File: src/rtl/hall_input_conditioner.sv
// Hall sensor front end: synchronises and glitch-filters two raw Hall lines, decodes
// quadrature direction and illegal jumps, and measures the hall_2 period with stall detection.
module hall_input_conditioner #(
    parameter int SYNC_STAGES = 2,
    parameter int FILTER_LEN  = 4,
    parameter int PERIOD_W    = 16,
    parameter int STALL_LIMIT = 50000
) (
    input  logic                CLK,
    input  logic                reset,
    input  logic                hall_1_raw,
    input  logic                hall_2_raw,
    output logic                hall_1,
    output logic                hall_2,
    output logic                clockwise,
    output logic                step_pulse,
    output logic                dir_error,
    output logic [7:0]          err_count,
    output logic [PERIOD_W-1:0] period,
    output logic                period_valid,
    output logic                stalled
);

    localparam int CNT_W = (FILTER_LEN > 1) ? $clog2(FILTER_LEN) : 1;
    localparam logic [CNT_W-1:0]    CNT_TOP  = CNT_W'(FILTER_LEN - 1);
    localparam logic [PERIOD_W-1:0] LIMIT    = PERIOD_W'(STALL_LIMIT);
    localparam logic [PERIOD_W-1:0] LIMIT_M1 = PERIOD_W'(STALL_LIMIT - 1);

    // Bit 0 carries hall_1, bit 1 carries hall_2 through both channels.
    logic [1:0] raw;
    logic [1:0] filt;

    assign raw = {hall_2_raw, hall_1_raw};

    genvar gi;
    generate
        for (gi = 0; gi < 2; gi++) begin : g_chan
            logic [SYNC_STAGES-1:0] sync_reg;
            logic [CNT_W-1:0]       cnt_reg;
            logic                   filt_reg;
            logic                   synced;

            assign synced = sync_reg[SYNC_STAGES-1];

            always_ff @(posedge CLK or posedge reset) begin
                if (reset) begin
                    sync_reg <= '0;
                end else begin
                    sync_reg <= {sync_reg[SYNC_STAGES-2:0], raw[gi]};
                end
            end

            // Output flips only after FILTER_LEN consecutive disagreeing samples.
            always_ff @(posedge CLK or posedge reset) begin
                if (reset) begin
                    cnt_reg  <= '0;
                    filt_reg <= 1'b0;
                end else if (synced == filt_reg) begin
                    cnt_reg <= '0;
                end else if (cnt_reg == CNT_TOP) begin
                    filt_reg <= synced;
                    cnt_reg  <= '0;
                end else begin
                    cnt_reg <= cnt_reg + CNT_W'(1);
                end
            end

            assign filt[gi] = filt_reg;
        end
    endgenerate

    assign hall_1 = filt[0];
    assign hall_2 = filt[1];

    logic h1p_reg;
    logic h2p_reg;
    logic chg_1;
    logic chg_2;
    logic one_change;
    logic two_change;
    logic cw_decoded;

    assign chg_1      = hall_1 ^ h1p_reg;
    assign chg_2      = hall_2 ^ h2p_reg;
    assign one_change = chg_1 ^ chg_2;
    assign two_change = chg_1 & chg_2;
    // For a single-bit change, clockwise iff old hall_1 equals new hall_2.
    assign cw_decoded = ~(h1p_reg ^ hall_2);

    always_ff @(posedge CLK or posedge reset) begin
        if (reset) begin
            h1p_reg    <= 1'b0;
            h2p_reg    <= 1'b0;
            clockwise  <= 1'b1;
            step_pulse <= 1'b0;
            dir_error  <= 1'b0;
            err_count  <= 8'd0;
        end else begin
            h1p_reg    <= hall_1;
            h2p_reg    <= hall_2;
            step_pulse <= one_change;
            dir_error  <= two_change;
            if (one_change) begin
                clockwise <= cw_decoded;
            end
            if (two_change && (err_count != 8'hFF)) begin
                err_count <= err_count + 8'd1;
            end
        end
    end

    // Period tracker: IDLE has no reference edge, RUN has one, STALL timed out.
    typedef enum logic [1:0] {
        MEAS_IDLE,
        MEAS_RUN,
        MEAS_STALL
    } meas_state_t;

    meas_state_t         state_reg;
    meas_state_t         state_next;
    logic [PERIOD_W-1:0] per_cnt_reg;
    logic [PERIOD_W-1:0] per_cnt_next;
    logic [PERIOD_W-1:0] period_reg;
    logic [PERIOD_W-1:0] period_next;
    logic                valid_reg;
    logic                valid_next;
    logic                rise;

    assign rise = hall_2 & ~h2p_reg;

    always_ff @(posedge CLK or posedge reset) begin
        if (reset) begin
            state_reg   <= MEAS_IDLE;
            per_cnt_reg <= '0;
            period_reg  <= '0;
            valid_reg   <= 1'b0;
        end else begin
            state_reg   <= state_next;
            per_cnt_reg <= per_cnt_next;
            period_reg  <= period_next;
            valid_reg   <= valid_next;
        end
    end

    always_comb begin
        state_next   = state_reg;
        per_cnt_next = per_cnt_reg;
        period_next  = period_reg;
        valid_next   = valid_reg;
        if (rise) begin
            // An edge beats a simultaneous timeout; only a referenced edge measures.
            per_cnt_next = '0;
            state_next   = MEAS_RUN;
            if (state_reg == MEAS_RUN) begin
                period_next = per_cnt_reg + PERIOD_W'(1);
                valid_next  = 1'b1;
            end
        end else if (per_cnt_reg != LIMIT) begin
            per_cnt_next = per_cnt_reg + PERIOD_W'(1);
            if (per_cnt_reg == LIMIT_M1) begin
                state_next = MEAS_STALL;
                valid_next = 1'b0;
            end
        end
    end

    assign period       = period_reg;
    assign period_valid = valid_reg;
    assign stalled      = (state_reg == MEAS_STALL);

endmodule

File: config.mk
export PLATFORM = sky130hd
export DESIGN_NAME = hall_input_conditioner
export DESIGN_NICKNAME = d
export VERILOG_FILES = /design/src/rtl/hall_input_conditioner.sv
export SDC_FILE = /design/constraint.sdc
export NUM_CORES = 1
export LEC_CHECK = 0
export BUFFER_PORTS_ARGS = -buffer_cell sky130_fd_sc_hd__buf_2
export CAP_MARGIN = 20
export CORE_MARGIN = 1
export CORE_UTILIZATION = 43
export DETAILED_ROUTE_END_ITERATION = 8
export PLACE_DENSITY_LB_ADDON = 0.12
export SYNTH_ARGS = -nofsm -noshare
export SYNTH_HDL_FRONTEND = slang
export SYNTH_SLANG_ARGS = --single-unit
File: constraint.sdc
create_clock -name CLK -period 4.5 [get_ports CLK]
set_input_delay 0.225 -clock CLK [delete_from_list [all_inputs] [get_ports CLK]]
set_output_delay 0.225 -clock CLK [all_outputs]
set_load 0.01 [all_outputs]
==> results, run 1 <==
- The count of boundary I/O pins is 35.
- Synthesis produced a netlist whose cell count is 214.
- Buffers inserted to repair hold after CTS numbered 2.
- The total power is 1.617 mW.
- Of the cells placed in the final design, the portion with a size suffix greater than 1 is 0.2319.
- Of the total power, combinational logic draws 0.285.
- A synthesized cell averages 11.33 um2.
- Yosys mapped a number of flops with a built-in enable equal to 0.
- The launching element type of the critical path is a flop.
- dfrtp_1 is the most common cell in the netlist.
- For this design the ratio of total power to cell area is 562.0 mW/mm2.
- Max-cap violations in this run came to 0.
- The cell-internal power is 1.087 mW.
- The worst register-to-register path has a setup slack of 2.10 ns.
- The headroom to the max-slew limit is 0.3235.
- The most area-hungry cell type in the Yosys netlist is dfrtp_1.
- The kind of end point of the critical path is a flop.
- Counting cells, the worst reg-to-reg path comes to 3.
- TritonCTS built the clock tree.
- For the final routed database, the setup TNS stands at 0 ns.
- The number of nets in the layout is 269.
- The core area is 0.005270 mm2.
- In this run the worst path has a maximum fanout of 32.
- The reported leakage power is 1.355 nW.
- The area overhead of the layout relative to synthesis is 18.69%.
- The tree is rooted in a clkbuf_8.
- The HPWL after detailed placement is 2683 um.
- The clock passes through at most 2 buffers.
- Of the total power, the share spent switching nets is 0.3279.
- The overall global routing resource usage is 0.1578.
- The most common flop cell mapped by yosys is dfrtp_1.
- Of the total power, the clock network draws 0.266.
- Static timing analysis puts the maximum clock frequency at 0.4172 GHz.
- The distinct cell type count after synthesis is 32.
- The hold violation count in the final report is 0.
- The total number of vias is 1606.
- The latest clock arrival within the worst-skew pair is 0.33 ns.
- The quantity of gates resized following cts is 0.
- The worst clock skew is 0.004332 ns.
- Of the synthesized area, sequential elements account for 0.5994.
- The area fraction of the dominant cell type after synthesis is 0.5885.
- In this run the critical register-to-register path is captured at period[1]$_DFFE_PP0P_.
- The max-slew violation count is 0.
- The aggregate global routing overflow is 0.
- The starting DRC count in detailed routing is 96.
- In the routed design, unresolved DRC markers number 0.
- The number of global-route vias before repair is 1534.
- The run finished with clean final reports.
- The number of setup violations in the final report is 0.
- The largest net degree at the start of global routing is 59.
- Counting instances in the post-synthesis netlist gives the leading cell types as 57 x dfrtp_1, 21 x nand2_1, 21 x nor2_1.
- The number of warnings printed during yosys synthesis is 0.
- The number of antenna violations at the first check in global routing came to 0.
- STA puts the critical path data required time at 4.71 ns.
- The cell row count is 26.
- After layout, the worst setup slack is 2.103 ns.
- Setup repair after global routing left no endpoint under its margin.
- The worst-case vdd ir drop is 0.3613 mV.
- Dividing the final minimum period by the clock period gives 0.5327.
- The critical path in this run is classified as flop to flop.
- The floorplan die height is 77.08 um.
- After detailed routing, the number of vias per cell comes to 4.823.
- In the synthesized netlist the async set-or-reset flop fraction comes to 1.000.
- The register share of total power is 0.449.
- By area the synthesized netlist is led by dfrtp_1 59%, xnor2_1 6.5%, ha_1 3.6%.
- During placement, the flow inserted port buffers numbering 34.
- The die is 77.08 um wide.
- The min-delay analysis places its worst path in the category input pin to asynchronous set/reset pin.
- After detailed routing, the average wire length per cell comes to 12.13 um.
- The clock slew at the register clock pins of the worst setup and hold paths is 0.06 ns.
- The congestion estimate from routability-driven global placement came to 0.7746.
- The actual slew at the worst max-slew pin is 1.012 ns.
- The initial core utilization is 0.4599.
- The startpoint of the worst register-to-register path is hall_2$_DFFE_PP0P_.
- The first global-routing pass estimated 7086 um of wire.
- The total detailed-routing wirelength is 4038 um.
- The first detailed-routing pass ran for 4 iterations.
- CTS built an H-tree with a depth of 3.
- In this run the power spent charging and discharging nets is 0.5301 mW.
- The register bit total from synthesis is 58.
- The smallest clock period supported by the final layout is computed as 2.397 ns.
- Post-CTS timing repair inserted 0 buffers for setup.
- At the worst endpoint, the arrival time is 2.61 ns.
- The post-synthesis instance area is 0.002424 mm2.
- The total nets after synthesis is 225.
- The overall die area is 0.005941 mm2.
- The worst slack at placement is 2.050 ns.
- The number of antenna diodes in the final layout is 0.
- The total number of clock tree sinks is 58.
- The count of nets left with antenna violations once routing finished came out at 0.
- The total clock buffers created by CTS is 9.
stage by stage:
stage            util  area [um2]  instances  hold slack [ns]
6_report       0.5458        2877        333          0.09555
4_1_cts        0.5458        2877        333           0.1186
2_1_floorplan       -        2424        214           0.2564
3_5_place_dp   0.5074        2674        315           0.3343
3_3_place_gp   0.5074        2674        315           0.3328
5_1_grt        0.5458        2877        333           0.1616
cells in the final DEF, fill, tap and decap left out, drive strengths merged, types with 2 or more instances in the layout:
cell type / count
a21oi: 2
buf: 35
clkbuf: 14
clkinv: 2
dfrtp: 57
dlygate4sd3: 2
ha: 7
inv: 13
mux2: 5
nand2: 21
nand3: 10
nand4: 5
nor2: 21
nor2b: 2
nor3: 11
nor4: 3
nor4b: 2
o21ai: 15
o21bai: 2
xnor2: 18
xor2: 6
logic make-up after synthesis:
kind of cell	Yosys count	synth area share
muxes	6	0.02736
adders and majority gates	7	0.03614
xor gates and xnor gates	24	0.08673
and+or+nand+nor	79	0.1678
DFF	58	0.5994
buffers and inverters	17	0.02633
AOI/OAI and AO/OA	23	0.05628
worst max path at each step:
stage / from / endpoint / slack, ns / depth (start not counted)
finish: hall_2$_DFFE_PP0P_ / period[1]$_DFFE_PP0P_ / 2.10 / 3
global route: hall_2$_DFFE_PP0P_ / period[1]$_DFFE_PP0P_ / 1.84 / 3
CTS: hall_2$_DFFE_PP0P_ / period[1]$_DFFE_PP0P_ / 2.04 / 3
detailed placement: hall_2$_DFFE_PP0P_ / period[1]$_DFFE_PP0P_ / 2.05 / 3
global placement: hall_2$_DFFE_PP0P_ / period[1]$_DFFE_PP0P_ / 2.15 / 3
floorplan: hall_2$_DFFE_PP0P_ / err_count[7]$_DFFE_PP0P_ / 2.77 / 7
power groups by stage:
stage	Combinational, mW	Clock, mW	Sequential, mW
5_1_grt	0.535	0.469	0.748
6_report	0.461	0.429	0.726
3_5_place_dp	0.473	0	0.738
3_3_place_gp	0.462	0	0.734
4_1_cts	0.476	0.444	0.729
2_1_floorplan	0.313	0	0.754
layout make-up:
cell class                 instances  area [um2]
fill                             485        2394
sequential                        58        1453
timing repair buffer              37       197.7
multi-input combinational        139       907.1
inverter                          13       48.80
tap                               70       87.58
clock inverter                     2       10.01
clock buffer                      14       172.7
worst max-delay path, stage by stage, from the launching register on:
cell and delay (ns):
dfrtp_1 0.45, ha_1 0.46, nand3_1 0.81, mux2_2 0.55
layer usage:
metal  GRT usage  share of wire  up-vias
met5           0              0        -
met1      0.2078           0.50      750
met2      0.2286           0.44       37
met3     0.07143          0.052        4
li1            -              -      815
met4     0.05660          0.010        0
Power figures use the tool's default switching activity.
==> inputs of run 2 (changes only) <==
==> constraint.sdc (replaced) <==
create_clock -name CLK -period 2.4 [get_ports CLK]
set_input_delay 0.12 -clock CLK [delete_from_list [all_inputs] [get_ports CLK]]
set_output_delay 0.12 -clock CLK [all_outputs]
set_load 0.01 [all_outputs]
==> results, run 2 (same netlist as run 1, synthesis figures left out) <==
- The run finished with clean final reports.
- The first global-routing pass estimated 7548 um of wire.
- STA classifies the critical path endpoint as a flop.
- The number of fillers in the final layout is 493.
- The endpoint of the worst-slack reg-to-reg timing path is err_count[7]$_DFFE_PP0P_.
- For this run, the total global-route usage over all layers was measured as 0.1716.
- Setup violations remaining at the end of the flow were counted as 0.
- After floorplanning, the core was divided into 26 placement rows.
- Max-cap violations in this run came to 0.
- The total number of clock tree sinks is 58.
- The aggregate global routing overflow is 0.
- Counting cells, the worst reg-to-reg path comes to 7.
- Counting tap cells, the placed design contains a total of 318 instances.
- The overall die area is 0.005941 mm2.
- The number of antenna violations at the first check in global routing is 0.
- The most common library cell in the layout ignoring fill and taps is dfrtp_1.
- The port buffer count is 34.
- The area overhead of the layout relative to synthesis is 20.03%.
- The repair_antennas step left the layout with diodes totalling 0.
- The final clock period utilization by the worst path is 0.7861.
- In the final timing run, aggregate negative setup slack is 0 ns.
- The final weighted congestion of routability-driven global placement is 0.7046.
- The hold violation count in the final report came to 0.
- The die is 77.08 um tall.
- The count of TritonRoute iterations in the first routing pass is 4.
- The total number of vias is 1611.
- The max-slew violation count is 0.
- The headroom to the max-slew limit is 0.6733.
- The latest clock arrival within the worst-skew pair is 0.34 ns.
- The core area is 0.005270 mm2.
- The worst setup path is launched from a flop.
- The maximum fanout count along the critical path is 6.
- For the pin with the worst max-slew slack, the measured transition is 0.4887 ns.
- The detailed placer's ending HPWL is 2927 um.
- In the layout the commonest cells are 57 x dfrtp_1, 34 x buf_2, 21 x nor2_1, 21 x nand2_1, 18 x xnor2_1.
- The non-filler instance count after layout is 337.
- The total detailed-routing wirelength is 4349 um.
- The worst setup slack for register-to-register paths is 0.51 ns.
- Data arrives at the worst endpoint at 2.14 ns.
- The fraction of layout cells with a size suffix above 1 is 0.2397.
- The starting DRC count in detailed routing is 46.
- The critical path required time is 2.66 ns.
- The count of boundary I/O pins is 35.
- Clock tree synthesis inserted a total of 9 buffers.
- The buffer levels on the longest clock path is 2.
- The width of the chip is 77.08 um.
- In the routed design, unresolved DRC markers number 0.
- Clock-pin slew was measured on the worst setup and hold paths at 0.06 ns.
- The critical path is of the flop to flop type.
- IR analysis of the VDD net gives a maximum drop of 0.5374 mV.
- The startpoint of the worst register-to-register path is hall_2$_DFFE_PP0P_.
- After detailed routing, the number of vias per cell comes to 4.780.
- The largest net degree at the start of global routing is 22.
- In the final design database the tool counted 273 nets.
- The number of global-route vias before repair is 1585.
- The total power divided by cell area is 1063 mW/mm2.
- The detail-routed net length per standard cell is 12.91 um.
- Between clock sinks in the finished design, the worst skew comes to 0.004166 ns.
- The minimum period implied by the final worst setup slack is 1.887 ns.
- The cell sitting at the root of the clock tree is a clkbuf_8.
- The worst min-delay path category is input pin to asynchronous set/reset pin.
- TritonCTS built the clock tree.
- Setup repair after global routing left no endpoint under its margin.
- Static timing analysis puts the maximum clock frequency at 0.5300 GHz.
- The count of nets left with antenna violations once routing finished came out at 0.
- The level count of the clock H-tree is 3.
- Summed over all cells, the static leakage comes to 1.374 nW.
- The initial utilization of the core area, before any placement, comes to 0.4599.
-- run 2: critical path: stages (launching register included) --
cell and delay, ns:
dfrtp_1 0.45, ha_1 0.32, inv_1 0.05, ha_1 0.23, inv_1 0.06, a41o_1 0.27, nor3_1 0.23, xor2_1 0.19
-- run 2: final cells by class --
class                           count  area (um2)  area share
Multi-Input combinational cell    139       907.1      0.3118
Tap cell                           70       87.58     0.03011
Clock buffer                       14       172.7     0.05935
Timing Repair Buffer               41       230.2     0.07914
Sequential cell                    58        1453      0.4994
Clock inverter                      2       10.01    0.003441
Inverter                           13       48.80     0.01677
-- run 2: metrics by stage --
stage	instance area (um2)	worst slack (ns)	hold WS (ns)	power [mW]	util
4_1_cts	2909	0.4884	0.3286	3.146	0.5520
3_3_place_gp	2696	0.5937	0.1574	2.266	0.5116
2_1_floorplan	2424	0.6690	0.1514	1.999	-
6_report	2909	0.5133	0.3331	3.092	0.5520
5_1_grt	2909	0.3655	0.3569	3.308	0.5520
3_5_place_dp	2696	0.5102	0.1533	2.292	0.5116
-- run 2: per-layer routing --
layer | part of all wire | routed length, um | global-route usage
met1 | 0.51 | 2216 | 0.2360
met2 | 0.42 | 1812 | 0.2321
met3 | 0.043 | 187 | 0.04762
met4 | 0.031 | 133 | 0.1189
met5 | 0 | 0 | 0
-- run 2: where the power goes --
group | switching (mW) | total (mW) | leakage [nW] | internal, mW
sequential | 0.172 | 1.37 | 0.753 | 1.19
clock | 0.374 | 0.830 | 0.0965 | 0.456
combinational | 0.489 | 0.896 | 0.525 | 0.407
-- run 2: timing repair --
item,in CTS,in global routing
buffers inserted,0,0
resized for setup,0,0
hold buffers,3,0
hold endpoints to repair,21,0
-- run 2: worst max path at each step --
stage	slack (ns)	from	depth (start not counted)	end
after global placement	0.59	hall_2$_DFFE_PP0P_	7	err_count[5]$_DFFE_PP0P_
after detailed placement	0.51	hall_2$_DFFE_PP0P_	7	err_count[7]$_DFFE_PP0P_
after global routing	0.37	per_cnt_reg[0]$_DFFE_PP0P_	5	period[14]$_DFFE_PP0P_
final	0.51	hall_2$_DFFE_PP0P_	7	err_count[7]$_DFFE_PP0P_
after floorplan	0.67	hall_2$_DFFE_PP0P_	7	err_count[7]$_DFFE_PP0P_
after CTS	0.49	hall_2$_DFFE_PP0P_	7	err_count[7]$_DFFE_PP0P_
